`src/rtl/step_rate_meter.sv`:
```
// step_rate_meter: debounced step counter with a windowed step rate and an ACTIVE/IDLE tracker.
// Optional macro STEP_PEAK_RATE_EN adds a peak_rate output holding the highest window rate seen.
module step_rate_meter #(
    parameter int unsigned DEBOUNCE_CYCLES = 1000,      // >= 1
    parameter int unsigned WINDOW_CYCLES   = 100000000, // >= 2
    parameter int unsigned IDLE_WINDOWS    = 2          // >= 1
) (
    input  logic        clk100Mhz,
    input  logic        rst_n,
    input  logic        pulse_in,
    input  logic        clear,
    output logic        step_valid,
    output logic [13:0] total_steps,
    output logic [7:0]  rate_out,
    output logic        rate_valid,
    output logic        active
`ifdef STEP_PEAK_RATE_EN
    ,
    output logic [7:0]  peak_rate
`endif
);

    localparam int unsigned DB_W   = $clog2(DEBOUNCE_CYCLES + 1);
    localparam int unsigned WIN_W  = $clog2(WINDOW_CYCLES);
    localparam int unsigned IDLE_W = $clog2(IDLE_WINDOWS + 1);

    localparam logic [13:0]       TOTAL_MAX = 14'd9999;
    localparam logic [DB_W-1:0]   DB_LAST   = DB_W'(DEBOUNCE_CYCLES - 1);
    localparam logic [WIN_W-1:0]  WIN_LAST  = WIN_W'(WINDOW_CYCLES - 1);
    localparam logic [IDLE_W-1:0] IDLE_LAST = IDLE_W'(IDLE_WINDOWS - 1);

    typedef enum logic {
        IDLE   = 1'b0,
        ACTIVE = 1'b1
    } state_t;

    logic              sync_meta;
    logic              sync_level;
    logic              db_level;
    logic              db_level_d;
    logic              db_level_d2;
    logic [DB_W-1:0]   db_cnt;
    logic [WIN_W-1:0]  win_cnt;
    logic [7:0]        win_steps;
    logic              win_last;
    state_t            state;
    state_t            state_next;
    logic [IDLE_W-1:0] zero_cnt;
    logic [IDLE_W-1:0] zero_cnt_next;

    // NOTE: non-blocking assignments make every flop sample the pre-edge value of its source,
    // which is what turns these two statements into a two-stage shift rather than one wire.
    always_ff @(posedge clk100Mhz or negedge rst_n) begin
        if (!rst_n) begin
            sync_meta  <= 1'b0;
            sync_level <= 1'b0;
        end else begin
            sync_meta  <= pulse_in;
            sync_level <= sync_meta;
        end
    end

    // The debounced level is delayed twice before edge detection so a step lands
    // DEBOUNCE_CYCLES+3 cycles after the first sampling edge.
    always_ff @(posedge clk100Mhz or negedge rst_n) begin
        if (!rst_n) begin
            db_level    <= 1'b0;
            db_level_d  <= 1'b0;
            db_level_d2 <= 1'b0;
            db_cnt      <= '0;
            step_valid  <= 1'b0;
        end else begin
            if (sync_level != db_level) begin
                if (db_cnt == DB_LAST) begin
                    db_level <= sync_level;
                    db_cnt   <= '0;
                end else begin
                    db_cnt <= db_cnt + 1'b1;
                end
            end else begin
                db_cnt <= '0;
            end
            db_level_d  <= db_level;
            db_level_d2 <= db_level_d;
            step_valid  <= db_level_d & ~db_level_d2;
        end
    end

    assign win_last = (win_cnt == WIN_LAST);

    // A step on the terminal cycle seeds the next window's count instead of the finished one.
    always_ff @(posedge clk100Mhz or negedge rst_n) begin
        if (!rst_n) begin
            total_steps <= '0;
            rate_out    <= '0;
            rate_valid  <= 1'b0;
            win_cnt     <= '0;
            win_steps   <= '0;
        end else if (clear) begin
            total_steps <= '0;
            rate_out    <= '0;
            rate_valid  <= 1'b0;
            win_cnt     <= '0;
            win_steps   <= '0;
        end else begin
            if (step_valid && total_steps != TOTAL_MAX) begin
                total_steps <= total_steps + 1'b1;
            end
            rate_valid <= win_last;
            if (win_last) begin
                win_cnt   <= '0;
                rate_out  <= win_steps;
                win_steps <= {7'd0, step_valid};
            end else begin
                win_cnt <= win_cnt + 1'b1;
                if (step_valid && win_steps != 8'hFF) begin
                    win_steps <= win_steps + 1'b1;
                end
            end
        end
    end

`ifdef STEP_PEAK_RATE_EN
    always_ff @(posedge clk100Mhz or negedge rst_n) begin
        if (!rst_n) begin
            peak_rate <= '0;
        end else if (clear) begin
            peak_rate <= '0;
        end else if (win_last && win_steps > peak_rate) begin
            peak_rate <= win_steps;
        end
    end
`endif

    always_ff @(posedge clk100Mhz or negedge rst_n) begin
        if (!rst_n) begin
            state    <= IDLE;
            zero_cnt <= '0;
        end else begin
            state    <= state_next;
            zero_cnt <= zero_cnt_next;
        end
    end

    // NOTE: defaults first, so every path through the case assigns both outputs and no latch is inferred.
    always_comb begin
        state_next    = state;
        zero_cnt_next = zero_cnt;
        if (clear) begin
            state_next    = IDLE;
            zero_cnt_next = '0;
        end else begin
            case (state)
                IDLE: begin
                    if (step_valid) begin
                        state_next    = ACTIVE;
                        zero_cnt_next = '0;
                    end
                end
                ACTIVE: begin
                    // A fresh step outranks an expiring idle count on the same cycle.
                    if (step_valid) begin
                        zero_cnt_next = '0;
                    end else if (win_last && win_steps == '0) begin
                        if (zero_cnt == IDLE_LAST) begin
                            state_next    = IDLE;
                            zero_cnt_next = '0;
                        end else begin
                            zero_cnt_next = zero_cnt + 1'b1;
                        end
                    end
                end
                default: begin
                    state_next    = IDLE;
                    zero_cnt_next = '0;
                end
            endcase
        end
    end

    assign active = (state == ACTIVE);

endmodule

```
`config.mk`:
```
export PLATFORM = sky130hd
export DESIGN_NAME = step_rate_meter
export DESIGN_NICKNAME = d
export VERILOG_FILES = /design/src/rtl/step_rate_meter.sv
export SDC_FILE = /design/constraint.sdc
export NUM_CORES = 1
export LEC_CHECK = 0
export ABC_CLOCK_PERIOD_IN_PS = 6900
export CORE_ASPECT_RATIO = 0.7
export CORE_MARGIN = 8
export CORE_UTILIZATION = 30
export CTS_CLUSTER_SIZE = 28
export DETAILED_ROUTE_END_ITERATION = 10
export HOLD_SLACK_MARGIN = 0.02
export PLACE_DENSITY_LB_ADDON = 0.25
export SLEW_MARGIN = 20
export SYNTH_ARGS = -nofsm -noshare
export SYNTH_HDL_FRONTEND = slang
export SYNTH_SLANG_ARGS = --single-unit
```
`constraint.sdc`:
```
create_clock -name clk100Mhz -period 6.9 [get_ports clk100Mhz]
set_clock_uncertainty 0.1 [all_clocks]
set_input_delay 1.38 -clock clk100Mhz [delete_from_list [all_inputs] [get_ports clk100Mhz]]
set_output_delay 1.38 -clock clk100Mhz [all_outputs]
set_load 0.1 [all_outputs]
```
==> Word-level counts from Yosys, hierarchy flattened <==
Index checks and enable logic that the tools add are counted.
{ "totals": {"input_bits": 4, "mem_count": 0, "out_inout_bits": 25, "mem_bits_rw": 0, "word_cells": 63, "register_bits": 77, "latchBits": 0, "rom_bits": 0} }
{ "classes": {"mul": 0, "n_div": 0, "addsub": 5, "bitwise_logic": 3, "muxes": 24, "n_eq_ne": 8, "n_shift": 0, "order_cmp": 0, "reduce_logical": 9} }
{ "op_table": {"columns": ["cell", "count"], "rows": [
  ["27-bit two-way mux", 2],
  ["8-bit two-way mux", 5],
  ["14-bit two-way mux", 2],
  ["27-bit by 1-bit adder with 27-bit output (second input constant)", 1],
  ["27-bit equality test (second input constant)", 1],
  ["10-bit two-way mux", 2],
  ["14-bit by 1-bit adder with 14-bit output (second input constant)", 1],
  ["14-bit inequality test (second input constant)", 1],
  ["10-bit by 1-bit adder with 10-bit output (second input constant)", 1],
  ["10-bit equality test (second input constant)", 1],
  ["2-bit two-way mux", 5],
  ["8-bit by 1-bit adder with 8-bit output (second input constant)", 1],
  ["8-bit logical NOT", 1],
  ["8-bit inequality test (second input constant)", 1],
  ["1-bit two-way mux", 6],
  ["4-bit by 3-bit inequality test with 1-bit output (second input constant)", 1],
  ["2-bit one-hot mux with 2 select lines", 1],
  ["2-bit AND reduction", 2],
  ["2-bit nonzero test", 2],
  ["1-bit logical AND", 3],
  ["3-bit inequality test (second input constant)", 1],
  ["3-bit nonzero test", 1],
  ["2-bit by 1-bit adder with 2-bit output (second input constant)", 1],
  ["2-bit by 1-bit equality test with 1-bit output (second input constant)", 1],
  ["other kinds (4)", 5]
]} }

==> Longest topological paths before layout <==
Gate-level depths: netlist of run 1.
{ "depth": {"word_depth": 6, "ltp_mapped": 7, "depth_no_buf": 5} }

==> Least setup slack after synthesis of run 1 <==
Ideal clock, no wire load.
{ "synth_path": {"kind": "reg-to-reg", "from": "reg total_steps[0]", "to": "reg total_steps[1]", "n_path_buf": 2, "required_time_ns": 6.668, "setup_time_ns": 0.132, "t_arrival_ns": 2.542, "synth_period_minus_slack_ns": 2.774, "slack_ns": 4.126, "stages_incl_launch_ff": 8, "path_cell_list": "dfrtp_1 ha_1 nand2_1 o41ai_1 buf_2 buf_2 mux2i_1 nor2_1"} }
{ "synth_via": {"elab_chain_len": 3, "elab_cells_between_ends": 6, "cone_classes": "1 x add/sub; 1 x eq/ne; 2 x mux; 2 x reduce/logical"} }
{ "synth_lines": {"columns": ["element", "line_no", "source"], "rows": [
  ["start, declared", "13", "output logic [13:0] total_steps,"],
  ["start signal, assigned", "107", "total_steps <= total_steps + 1'b1;"],
  ["14-bit by 1-bit adder with 14-bit output / 14-bit inequality test (equally long branches)", "107, 106", null],
  ["14-bit two-way mux / 1-bit logical AND (equally long branches)", "106", "if (step_valid && total_steps != TOTAL_MAX) begin"],
  ["14-bit two-way mux / 2-bit nonzero test (equally long branches)", null, null]
]} }
Several ways; a longest one is shown, not always the timed one. The select of a mux whose other input is x is not followed.
A chain may end at the register's enable or synchronous reset.

==> Worst setup path in the final report of run 1 <==
{ "layout_path": {"from": "reg step_valid", "to": "out step_valid"} }
{ "layout_rtl": {"columns": ["element", "line_no", "source"], "rows": [
  ["start, declared", "12", "output logic step_valid,"],
  ["start signal, assigned", "85", "step_valid <= db_level_d & ~db_level_d2;"]
]} }
No word-level cell between the ends.

==> summary.txt, run 1 <==
Status
  • Status: finished, final reports clean

STA
  • Fin crit share: 52.87%
  • Max Freq: 0.2741 GHz
  • Crit path time final: 3.648 ns
  • Max Slew Vio Count: 0
  • Slew Limit Headroom: 34.85%
  • Final setup viols: 0
  • Worst Max-Slew Pin Slew: 0.9742 ns
  • Setup TNS: 0 ns
  • RSZ-0062 raised after global routing: false
  • Final Hold Viols: 0

Floorplanning
  • Core area: 12420 um2
  • Effective utilization at floorplan: 30.73%
  • Die Wd: 150.8 um
  • Floorplan die height: 110.4 um
  • IO Pins: 29
  • Site row count: 34
  • Die ar.: 16650 um2

Finish
  • Layout cells sized above 1: 7.452%
  • Most common cell after layout, fill and taps aside: dfrtp_1
  • Most frequent cells in the layout: dfrtp_1, nor2_1, a21oi_1
  • Fillers: 1236
  • NumNets Final: 420
  • N_diodes: 0
  • Layout overhead on the synthesized area: 19.93%
  • Fin area: 4578 um2

Setup path
  • CP Data Arrival Time: 2.17 ns
  • CP Max Fanout: 14
  • Critical Setup Path Class: reg2out
  • Max incr delay on CP: 1.22 ns
  • FF-to-FF path depth: 5
  • Worst path depth: 1
  • Critical path's slowest cell: clkdlybuf4s50_1
  • Cell family with most CP delay: buffers and inverters
  • Worst Setup Start Kind: register
  • Worst path buffer plus inverter count: 1
  • Worst path required time: 5.42 ns
  • Critical path endpoint category: output port
  • Worst-path cell chain: clkdlybuf4s50_1

Synthesis
  • Post-synthesis cell count: 390
  • Mux cell area share after synthesis: 1.082%
  • Yosys reg bits: 77
  • Largest family of logic cells by synthesized area: simple AND/OR/NAND/NOR gates
  • Netlist cell types: 44
  • Syn Area/Cell: 9.788 um2
  • Compound-cell area share of the yosys netlist: 11.83%
  • Synth warnings: 0
  • Mapped Nets: 399
  • Post-Synth XOR/XNOR Area: 6.654%
  • Post-synthesis sequential area ratio: 50.48%
  • Post-Synth Adder-Cell Area: 1.639%
  • Post-Synth Simple-Gate Area: 24.65%
  • Mapped cell area: 3817 um2

Route
  • Initial DRC Count: 192
  • First drt pass iteration count: 4
  • DR vias: 3013
  • Total Wirelength: 8546 um
  • DRT antenna net count: 0
  • Vias per std cell: 5.213
  • DRC viols: 0
  • Drt wl/cell: 14.79 um

Place
  • Port-buffer cells: 28
  • HPWL Detailed: 5552 um
  • RePlAce Congestion: 0.7579
  • Placed Area: 4218 um2

Worst hold path
  • Worst min path class: reg2reg
  • WHS Path Cells: 0

Global routing
  • Largest net degree at the start of global routing: 78
  • Vias in the first global route: 2965
  • Remaining global-route overflow: 0
  • Global-route wire length before repair: 14740 um
  • Initial antenna violation count: 0
  • GR Util All Layers: 11.10%

Run
  • Max-cap violation count: 0

Clock tree
  • Max Root-Sink Buffers: 2
  • Post-CTS Resized: 0
  • H-tree levels: 3
  • Worst-Skew Late Latency: 0.34 ns
  • Setup Buffers After CTS: 0
  • Clock root cell: clkbuf_16
  • CTS sink cnt: 77
  • Cts bufs inserted: 9
  • CTS tree: done
  • Hold buffer count at CTS: 0
  • Worst-path clk slew: 0.06 ns

Power
  • Worst IR Drop VDD: 0.0001339 V
  • Leakage power: 1.791 nW
  • Cell Pwr Density: 223.0 nW/um2
## kinds of logic (layout without fill, tap and decap cells)
family / Yosys count / in the layout
AND/OR/NAND/NOR: 167 / 167
flip-flops: 77 / 77
adder cells (fa/ha/maj): 5 / 5
AO/OA/AOI/OAI: 77 / 77
multiplexers: 4 / 4
buffers and inverters: 31 / 57
XOR/XNOR: 29 / 29
## registers in the layout, indices dropped and copies added (netlist names)
| signal | cells |
|---|---|
| win_steps | 8 |
| rate_valid | 1 |
| zero_cnt | 2 |
| db_cnt | 10 |
| db_level | 1 |
| rate_out | 8 |
| db_level_d2 | 1 |
| total_steps | 14 |
| sync_meta | 1 |
| step_valid | 1 |
| db_level_d | 1 |
| active | 1 |
| sync_level | 1 |
| win_cnt | 27 |
## metal layers
metal / part of all wire (%) / up-vias / wire length, um / global-route usage (%)
met2: 43 / 48 / 3674 / 16.80
met3: 4.8 / 6 / 407 / 3.344
li1: - / 1473 / - / -
met5: 0 / - / 0 / 0
met4: 0.83 / 0 / 71 / 3.871
met1: 51 / 1486 / 4392 / 14.86
## stage by stage
step | power [mW] | std cells | hold slack [ns] | worst slack (ns) | util [%]
final | 1.021 | 578 | 0.2538 | 3.252 | 36.86
after global routing | 1.065 | 578 | 0.2659 | 3.138 | 36.86
after CTS | 1.036 | 577 | 0.2588 | 3.217 | 36.69
after detailed placement | 0.4916 | 561 | 0.2457 | 3.587 | 33.95
after global placement | 0.4913 | 561 | 0.2435 | 3.617 | 33.95
after floorplan | 0.4778 | 390 | 0.2312 | 4.126 | -
## path summary, 6_finish.rpt
path	from	slack [ns]	to
setup / recovery	step_valid	3.25	step_valid
max in group asynchronous	rst_n	5.18	win_steps[2]
hold / removal	sync_meta	0.25	sync_level
min in group asynchronous	rst_n	0.94	total_steps[5]
setup reg to reg	win_cnt[0]	4.06	win_steps[2]
hold reg to reg	sync_meta	0.25	sync_level
## cells in the mapped netlist
cell type / count / share of area, %
xor2_1: 12 / 2.8
buf_2: 4 / 0.52
mux2_2: 1 / 0.29
mux2i_1: 3 / 0.79
o31ai_1: 11 / 2.2
nand4bb_1: 1 / 0.29
buf_6: 1 / 0.29
or4_1: 12 / 2.4
clkbuf_1: 12 / 1.2
nor2b_1: 1 / 0.16
o211ai_1: 1 / 0.20
a31oi_1: 3 / 0.49
nand2_1: 16 / 1.6
or4b_1: 1 / 0.26
o21ai_1: 1 / 0.13
and4_1: 5 / 1.1
or4_4: 3 / 0.88
a21oi_1: 35 / 4.6
or3_1: 14 / 2.3
inv_1: 10 / 0.98
o311ai_1: 1 / 0.23
and2_1: 1 / 0.16
buf_1: 1 / 0.098
o21ai_0: 19 / 2.5
nor4_1: 2 / 0.33
xnor2_1: 17 / 3.9
o21bai_1: 1 / 0.20
ha_1: 5 / 1.6
nand4b_1: 3 / 0.69
a21oi_2: 1 / 0.23
nor4_2: 2 / 0.66
nand4_1: 19 / 3.1
nand3_1: 25 / 3.3
nand4_2: 1 / 0.33
buf_4: 3 / 0.59
nand2b_1: 1 / 0.16
a211oi_1: 2 / 0.39
dfrtp_1: 77 / 50
nor2_1: 40 / 3.9
nor3_1: 8 / 1.0
or2_2: 2 / 0.33
o21bai_4: 1 / 0.49
o41ai_1: 1 / 0.23
and3_1: 10 / 1.6
## power breakdown
group / switching (mW) / internal (mW)
clock: 0.184 / 0.353
combinational: 0.0188 / 0.00687
sequential: 0.00307 / 0.455
## cell type report
class	instances	area, um2	area share [%]
clock buffer	10	229.0	5.001
clock inverter	6	111.4	2.432
inverter	10	37.54	0.8199
multi-input combinational	282	1758	38.40
sequential	77	1927	42.09
tap	162	202.7	4.427
timing repair buffer	31	312.8	6.832
Power figures use the tool's default switching activity.
==> run 2: changes to the inputs <==
--- a/config.mk
+++ b/config.mk
@@ -5,7 +5,7 @@
 export SDC_FILE = /design/constraint.sdc
 export NUM_CORES = 1
 export LEC_CHECK = 0
-export ABC_CLOCK_PERIOD_IN_PS = 6900
+export ABC_CLOCK_PERIOD_IN_PS = 3070
 export CORE_ASPECT_RATIO = 0.7
 export CORE_MARGIN = 8
 export CORE_UTILIZATION = 30
==> constraint.sdc (replaced) <==
create_clock -name clk100Mhz -period 3.07 [get_ports clk100Mhz]
set_clock_uncertainty 0.1 [all_clocks]
set_input_delay 0.614 -clock clk100Mhz [delete_from_list [all_inputs] [get_ports clk100Mhz]]
set_output_delay 0.614 -clock clk100Mhz [all_outputs]
set_load 0.1 [all_outputs]
==> run 2 against run 1 <==
Sequential cell count did not move. First-iteration DRC count decreased by 13%. Non-clock buffer count is 2 higher. Routed wire length decreased by 2.3%. Design area shrank 1.4%. Sequential share of layout area is 0.58 points higher. Final cell count grew 0.35%. Critical path depth increased by 4. Hold slack worse by 0.11 ns. Global-route usage shrank 0.58 points. Die area did not move. Register-to-register slack lost 3.4 ns.
==> summary.txt, run 2 (synthesis gave the netlist of run 1 again) <==
Worst hold path
  • Worst min path class: in2async

Global routing
  • Remaining global-route overflow: 0 (unchanged)
  • GR Util All Layers: 10.52% (-0.58 points)
  • Grt met2 use: 15.47% (-1.3 points)
  • GRT busiest layer: met2
  • M1 GR Usage: 14.79% (-0.075 points)
  • Vias in the first global route: 2774 (-6.4%)
  • Initial antenna violation count: 0 (unchanged)
  • Met3 Usage GRT: 2.773% (-0.57 points)
  • Largest net degree at the start of global routing: 78 (unchanged)
  • Global-route wire length before repair: 13970 um (-5.2%)

Setup path
  • CP Max Fanout: 26 (+12)
  • Worst path required time: 3.17 ns (-2.25 ns)
  • Cell family with most CP delay: simple AND/OR/NAND/NOR gates
  • Worst path buffer plus inverter count: 1 (unchanged)
  • Crit path launch: win_cnt[11]
  • Critical path's slowest cell: or4_4
  • Worst Setup Start Kind: register
  • CP Data Arrival Time: 2.54 ns (+0.37 ns)
  • Critical path endpoint category: register
  • Critical Setup Path Class: reg2reg
  • Worst flop-to-flop path startpoint: win_cnt[11]
  • Max incr delay on CP: 0.64 ns (-0.58 ns)
  • Worst-path cell chain: or4_1 > or4_4 > o21bai_4 > buf_12 > a21oi_1

Floorplanning
  • Core area: 12420 um2 (unchanged)
  • Site row count: 34 (unchanged)
  • Effective utilization at floorplan: 30.73% (unchanged)
  • Floorplan die height: 110.4 um (unchanged)
  • Die ar.: 16650 um2 (unchanged)
  • IO Pins: 29 (unchanged)
  • Die Wd: 150.8 um (unchanged)

Clock tree
  • Post-CTS Resized: 0 (unchanged)
  • CTS tree: done
  • Worst-path clk slew: 0.06 ns (about the same)
  • Cts bufs inserted: 9 (unchanged)
  • CTS sink cnt: 77 (unchanged)
  • Clock root cell: clkbuf_16
  • Setup Buffers After CTS: 0 (unchanged)
  • Max Root-Sink Buffers: 2 (unchanged)
  • Hold buffer count at CTS: 0 (unchanged)
  • H-tree levels: 3 (unchanged)
  • Worst-Skew Late Latency: 0.33 ns (about the same)

Power
  • Cell Pwr Density: 482.3 nW/um2 (+120%)
  • Final Power: 2.178 mW (+110%)
  • Worst IR Drop VDD: 0.0003175 V (+140%)
  • Leakage power: 1.846 nW (+3.0%)

Route
  • DRT antenna net count: 0 (unchanged)
  • Vias per std cell: 5.078 (-2.6%)
  • Total Wirelength: 8353 um (-2.3%)
  • Initial DRC Count: 167 (-13%)
  • Drt wl/cell: 14.40 um (-2.6%)
  • DRC viols: 0 (unchanged)
  • First drt pass iteration count: 5 (+1)
  • DR vias: 2945 (-2.3%)

Finish
  • Largest registers: win_cnt (27), total_steps (14), db_cnt (10)
  • Biggest register: win_cnt
  • Most frequent cells in the layout: dfrtp_1, nor2_1, a21oi_1
  • Largest register FFs: 27 (unchanged)
  • NumNets Final: 422 (+0.48%)
  • Most common cell after layout, fill and taps aside: dfrtp_1
  • Fin area: 4516 um2 (-1.4%)
  • Core Util, Final: 36.35% (-0.50 points)
  • Fin cells: 580 (+0.35%)
  • Layout cells sized above 1: 13.88% (+6.4 points)
  • N_diodes: 0 (unchanged)
  • Layout overhead on the synthesized area: 18.29%

STA
  • Min Hold Slack: 0.1449 ns (-0.1089 ns)
  • Setup TNS: 0 ns (unchanged)
  • Final WS setup: 0.6318 ns (-2.620 ns)
  • Worst Max-Slew Pin Slew: 0.7850 ns (-0.1893 ns)
  • Final Hold Viols: 0 (unchanged)
  • Final setup viols: 0 (unchanged)
  • Crit path time final: 2.438 ns
  • Max Slew Vio Count: 0 (unchanged)
  • Fin crit share: 79.42%
  • RSZ-0062 raised after global routing: false
  • Slew Limit Headroom: 47.23% (+12 points)
  • Max Freq: 0.4101 GHz

Place
  • RePlAce Congestion: 0.7834 (+3.4%)
  • Cell count after placement: 563 (+0.36%)
  • Placed Area: 4183 um2 (-0.83%)
  • Worst slack, placed: 0.6192 ns (-2.968 ns)
  • HPWL Detailed: 5640 um (+1.6%)
  • Port-buffer cells: 28 (unchanged)

Run
  • Max-cap violation count: 0 (unchanged)

Status
  • Status: finished, final reports clean
[run 2: changes by cell type in the layout (fill, tap and decap cells not counted)]
cell             change
clkinv_4             -1
clkbuf_8             +3
bufinv_16            -2
clkdlybuf4s50_1     -25
buf_4               +26
buf_12               +1
[run 2: final cells by class]
| class | count | area, um2 |
|---|---|---|
| fillers | 1255 | 7906 |
| multi-input cells | 282 | 1758 |
| inverters | 10 | 37.54 |
| flip-flops and latches | 77 | 1927 |
| clock buffers | 13 | 270.3 |
| well taps | 162 | 202.7 |
| clock inverters | 3 | 42.54 |
| repair buffers | 33 | 277.8 |
[run 2: final timing paths]
check | endpoint | slack [ns] | cells after the start
max | win_cnt[21] | 0.63 | 5
min | total_steps[4] | 0.14 | 1
max reg2reg | win_cnt[21] | 0.63 | 5
min reg2reg | sync_level | 0.25 | 0
max in group asynchronous | win_steps[1] | 2.14 | 2
min in group clk100Mhz | sync_level | 0.25 | 0
[run 2: where the power goes]
| group | internal, mW | switching [mW] |
|---|---|---|
| clock | 0.695 | 0.393 |
| sequential | 1.02 | 0.00686 |
| combinational | 0.0181 | 0.0425 |
[run 2: metal layers]
layer / up-vias / routed length (um)
met4: 0 / 92
met5: - / 0
met1: 1424 / 4278
li1: 1466 / -
met3: 9 / 333
met2: 46 / 3649
[run 2: worst reg2reg max path: stages (launching register included)]
cell and delay (ns):
dfrtp_1 0.42, or4_1 0.58, or4_4 0.64, o21bai_4 0.30, buf_12 0.21, a21oi_1 0.07
==> run 3: changes to the inputs <==
--- a/config.mk
+++ b/config.mk
@@ -5,7 +5,7 @@
 export SDC_FILE = /design/constraint.sdc
 export NUM_CORES = 1
 export LEC_CHECK = 0
-export ABC_CLOCK_PERIOD_IN_PS = 3070
+export ABC_CLOCK_PERIOD_IN_PS = 2090
 export CORE_ASPECT_RATIO = 0.7
 export CORE_MARGIN = 8
 export CORE_UTILIZATION = 30
==> constraint.sdc (replaced) <==
create_clock -name clk100Mhz -period 2.09 [get_ports clk100Mhz]
set_clock_uncertainty 0.1 [all_clocks]
set_input_delay 0.418 -clock clk100Mhz [delete_from_list [all_inputs] [get_ports clk100Mhz]]
set_output_delay 0.418 -clock clk100Mhz [all_outputs]
set_load 0.1 [all_outputs]
==> run 3 against run 2 <==
Die area did not move. Register-to-register slack got worse by 0.72 ns. Maximum frequency is 12% higher. First-iteration DRC count shrank 5.4%. Routed wire length is 6.6% higher. Final cell count grew 6.0%. Sequential share of layout area is 4.4 points lower. Core utilization increased by 4.8 points. Total power grew 58%. Design area grew 13%. The run now ends with negative setup slack left. Clock-buffer cell count is 1 lower.
==> summary.txt, run 3 (synthesis gave the netlist of run 1 again) <==
Route
  • DRT antenna net count: 0 (unchanged)
  • DRC viols: 0 (unchanged)
  • Met3 wire len: 386 um (+16%)
  • Met2 WL: 3771 um (+3.3%)
  • DRT met1 WL: 4611 um (+7.8%)
  • Top Layer Used: met4
  • Initial DRC Count: 158 (-5.4%)
  • First drt pass iteration count: 4 (-1)
  • DR vias: 3115 (+5.8%)
  • Total Wirelength: 8901 um (+6.6%)
  • Vias per std cell: 5.065 (-0.25%)
  • Drt wl/cell: 14.47 um (+0.50%)

Setup path
  • Worst Setup Start Kind: register
  • CP Max Fanout: 11 (-58%)
  • Worst R2R End: zero_cnt[0]
  • R2R Setup Slk: -0.09 ns (-0.72 ns)
  • Worst path required time: 2.25 ns (-0.92 ns)
  • CP Data Arrival Time: 2.34 ns (-0.20 ns)
  • Critical Setup Path Class: reg2reg
  • FF-to-FF path depth: 5 (unchanged)
  • Critical path endpoint category: register
  • Worst flop-to-flop path startpoint: win_cnt[19]

Power
  • Clock network power share: 52.8% (+2.9 points)
  • Cell Pwr Density: 671.9 nW/um2 (+39%)
  • Worst IR Drop VDD: 0.0003826 V (+20%)
  • Comb power frac: 3.2% (+0.4 points)
  • Cell-internal power: 2.770 mW (+60%)
  • Net Sw Power: 660.7 uW (+49%)
  • Seq pwr share: 44.0% (-3.3 points)
  • Net Sw Frac: 19.26% (-1.0 points)
  • Leakage power: 2.038 nW (+10%)

Finish
  • Layout cells sized above 1: 28.48% (+15 points)
  • Register area: 1956 um2 (+1.5%)
  • Largest registers: win_cnt (27), total_steps (14), db_cnt (10)
  • N_diodes: 0 (unchanged)
  • Footprint of the multi-input gates: 1858 um2 (+5.7%)
  • Layout overhead on the synthesized area: 33.76%
  • NumNets Final: 457 (+8.3%)
  • Most frequent cells in the layout: dfrtp_1, buf_4, nor2_1
  • Most common cell after layout, fill and taps aside: dfrtp_1
  • Biggest register: win_cnt
  • Largest register FFs: 27 (unchanged)
  • Core Util, Final: 41.11% (+4.8 points)
  • Fillers: 1196 (-4.7%)

Floorplanning
  • Site row count: 34 (unchanged)
  • Die Wd: 150.8 um (unchanged)
  • Core area: 12420 um2 (unchanged)
  • Die ar.: 16650 um2 (unchanged)
  • IO Pins: 29 (unchanged)
  • Floorplan die height: 110.4 um (unchanged)
  • Effective utilization at floorplan: 30.73% (unchanged)

Clock tree
  • Worst-Skew Late Latency: 0.33 ns (about the same)
  • CTS sink cnt: 77 (unchanged)
  • Setup Buffers After CTS: 0 (unchanged)
  • Max Root-Sink Buffers: 2 (unchanged)
  • H-tree levels: 3 (unchanged)
  • Worst-path clk slew: 0.06 ns (about the same)
  • Clock root cell: clkbuf_16
  • CTS tree: done
  • Cts bufs inserted: 9 (unchanged)

Global routing
  • Initial antenna violation count: 0 (unchanged)
  • Vias in the first global route: 3009 (+8.5%)
  • GR Util All Layers: 11.45% (+0.93 points)
  • Remaining global-route overflow: 0 (unchanged)
  • Largest net degree at the start of global routing: 38 (-51%)
  • Global-route wire length before repair: 15170 um (+8.5%)

Status
  • Failing checks: negative setup slack
  • Status: finished, violations left

Place
  • Worst slack, placed: -0.1064 ns (-0.7256 ns)
  • Port-buffer cells: 28 (unchanged)
  • RePlAce Congestion: 0.7989 (+2.0%)
  • HPWL Detailed: 6321 um (+12%)

Worst hold path
  • Hold EP: sync_level
  • WHS Path Cells: 0
  • Min-delay src: sync_meta
  • Worst min path class: reg2reg

STA
  • Final setup viols: 32 (+32)
  • RSZ-0062 raised after global routing: true
  • Slew Limit Headroom: 65.77% (+19 points)
  • Final Hold Viols: 0 (unchanged)
  • Final WS setup: -0.08655 ns (-0.7184 ns)
  • Crit path time final: 2.177 ns (-0.2616 ns)
  • Worst Max-Slew Pin Slew: 0.5135 ns (-0.2715 ns)
  • Max Freq: 0.4594 GHz (+12%)
  • Max Slew Vio Count: 0 (unchanged)
  • Fin crit share: 104.1% (+25 points)

Run
  • Max-cap violation count: 0 (unchanged)
==> run 3: changes by cell type in the layout (fill, tap and decap cells not counted), moves of 8 or more <==
cell and change:
buf_4 +20, dfrtp_1 -15, a21oi_2 +9, buf_12 +12, dfrtp_2 +11, o21ai_1 +8
a21oi_1 -9, o21ai_0 -8
==> run 3: per-layer routing <==
metal	global-route usage (%)	vias to the layer above
met1	16.11	1508
met5	0	-
met2	16.55	54
met4	4.293	0
li1	-	1542
met3	3.018	11
==> run 3: worst max path at each step <==
stage	start	endpoint	slack [ns]	cells past startpoint
floorplan	total_steps[4]	total_steps[1]	-0.11	6
global placement	win_cnt[19]	zero_cnt[1]	-0.08	5
detailed placement	win_cnt[19]	active	-0.11	5
CTS	win_cnt[19]	zero_cnt[0]	-0.10	5
global route	win_cnt[19]	active	-0.18	5
finish	win_cnt[19]	zero_cnt[0]	-0.09	5
==> run 3: layout make-up <==
type	instances	share of cell area, %
sequential	77	38.30
multi-input combinational	282	36.39
timing repair buffer	68	13.72
clock buffer	12	5.023
tap	162	3.970
clock inverter	4	1.862
inverter	10	0.7351
==> run 3: worst max-delay path, stage by stage, from the launching register on <==
cell and delay (ns):
dfrtp_1 0.38, or4b_4 0.54, or4_4 0.58, buf_12 0.17, nor4_4 0.14, mux2i_1 0.20
==> run 3: power groups by stage <==
stage	Sequential, mW	Clock [mW]	Combinational [mW]
3_5_place_dp	1.54	0	0.110
5_1_grt	1.51	1.92	0.125
3_3_place_gp	1.54	0	0.108
6_report	1.51	1.81	0.110
4_1_cts	1.51	1.87	0.112
2_1_floorplan	1.54	0	0.0443
==> run 3: timing repair <==
action | in CTS | in global routing
endpoints found under the setup margin | 35 | 47
resized for setup | 4 | 9
hold buffers | 1 | 0
pin swaps | 1 | 3
cloned | 0 | 1
endpoints found under the hold margin | 34 | 0
==> run 3: through the flow <==
stage | total power, mW | area (um2) | hold slack [ns] | std cells | setup TNS (ns)
6_report | 3.431 | 5106 | 0.2543 | 615 | -1.840
5_1_grt | 3.560 | 5106 | 0.2644 | 615 | -4.654
4_1_cts | 3.492 | 5061 | 0.2587 | 614 | -1.966
3_5_place_dp | 1.647 | 4691 | 0.2457 | 598 | -1.753
3_3_place_gp | 1.644 | 4691 | 0.2415 | 598 | -0.8753
2_1_floorplan | 1.582 | 3931 | 0.02241 | 390 | -2.210
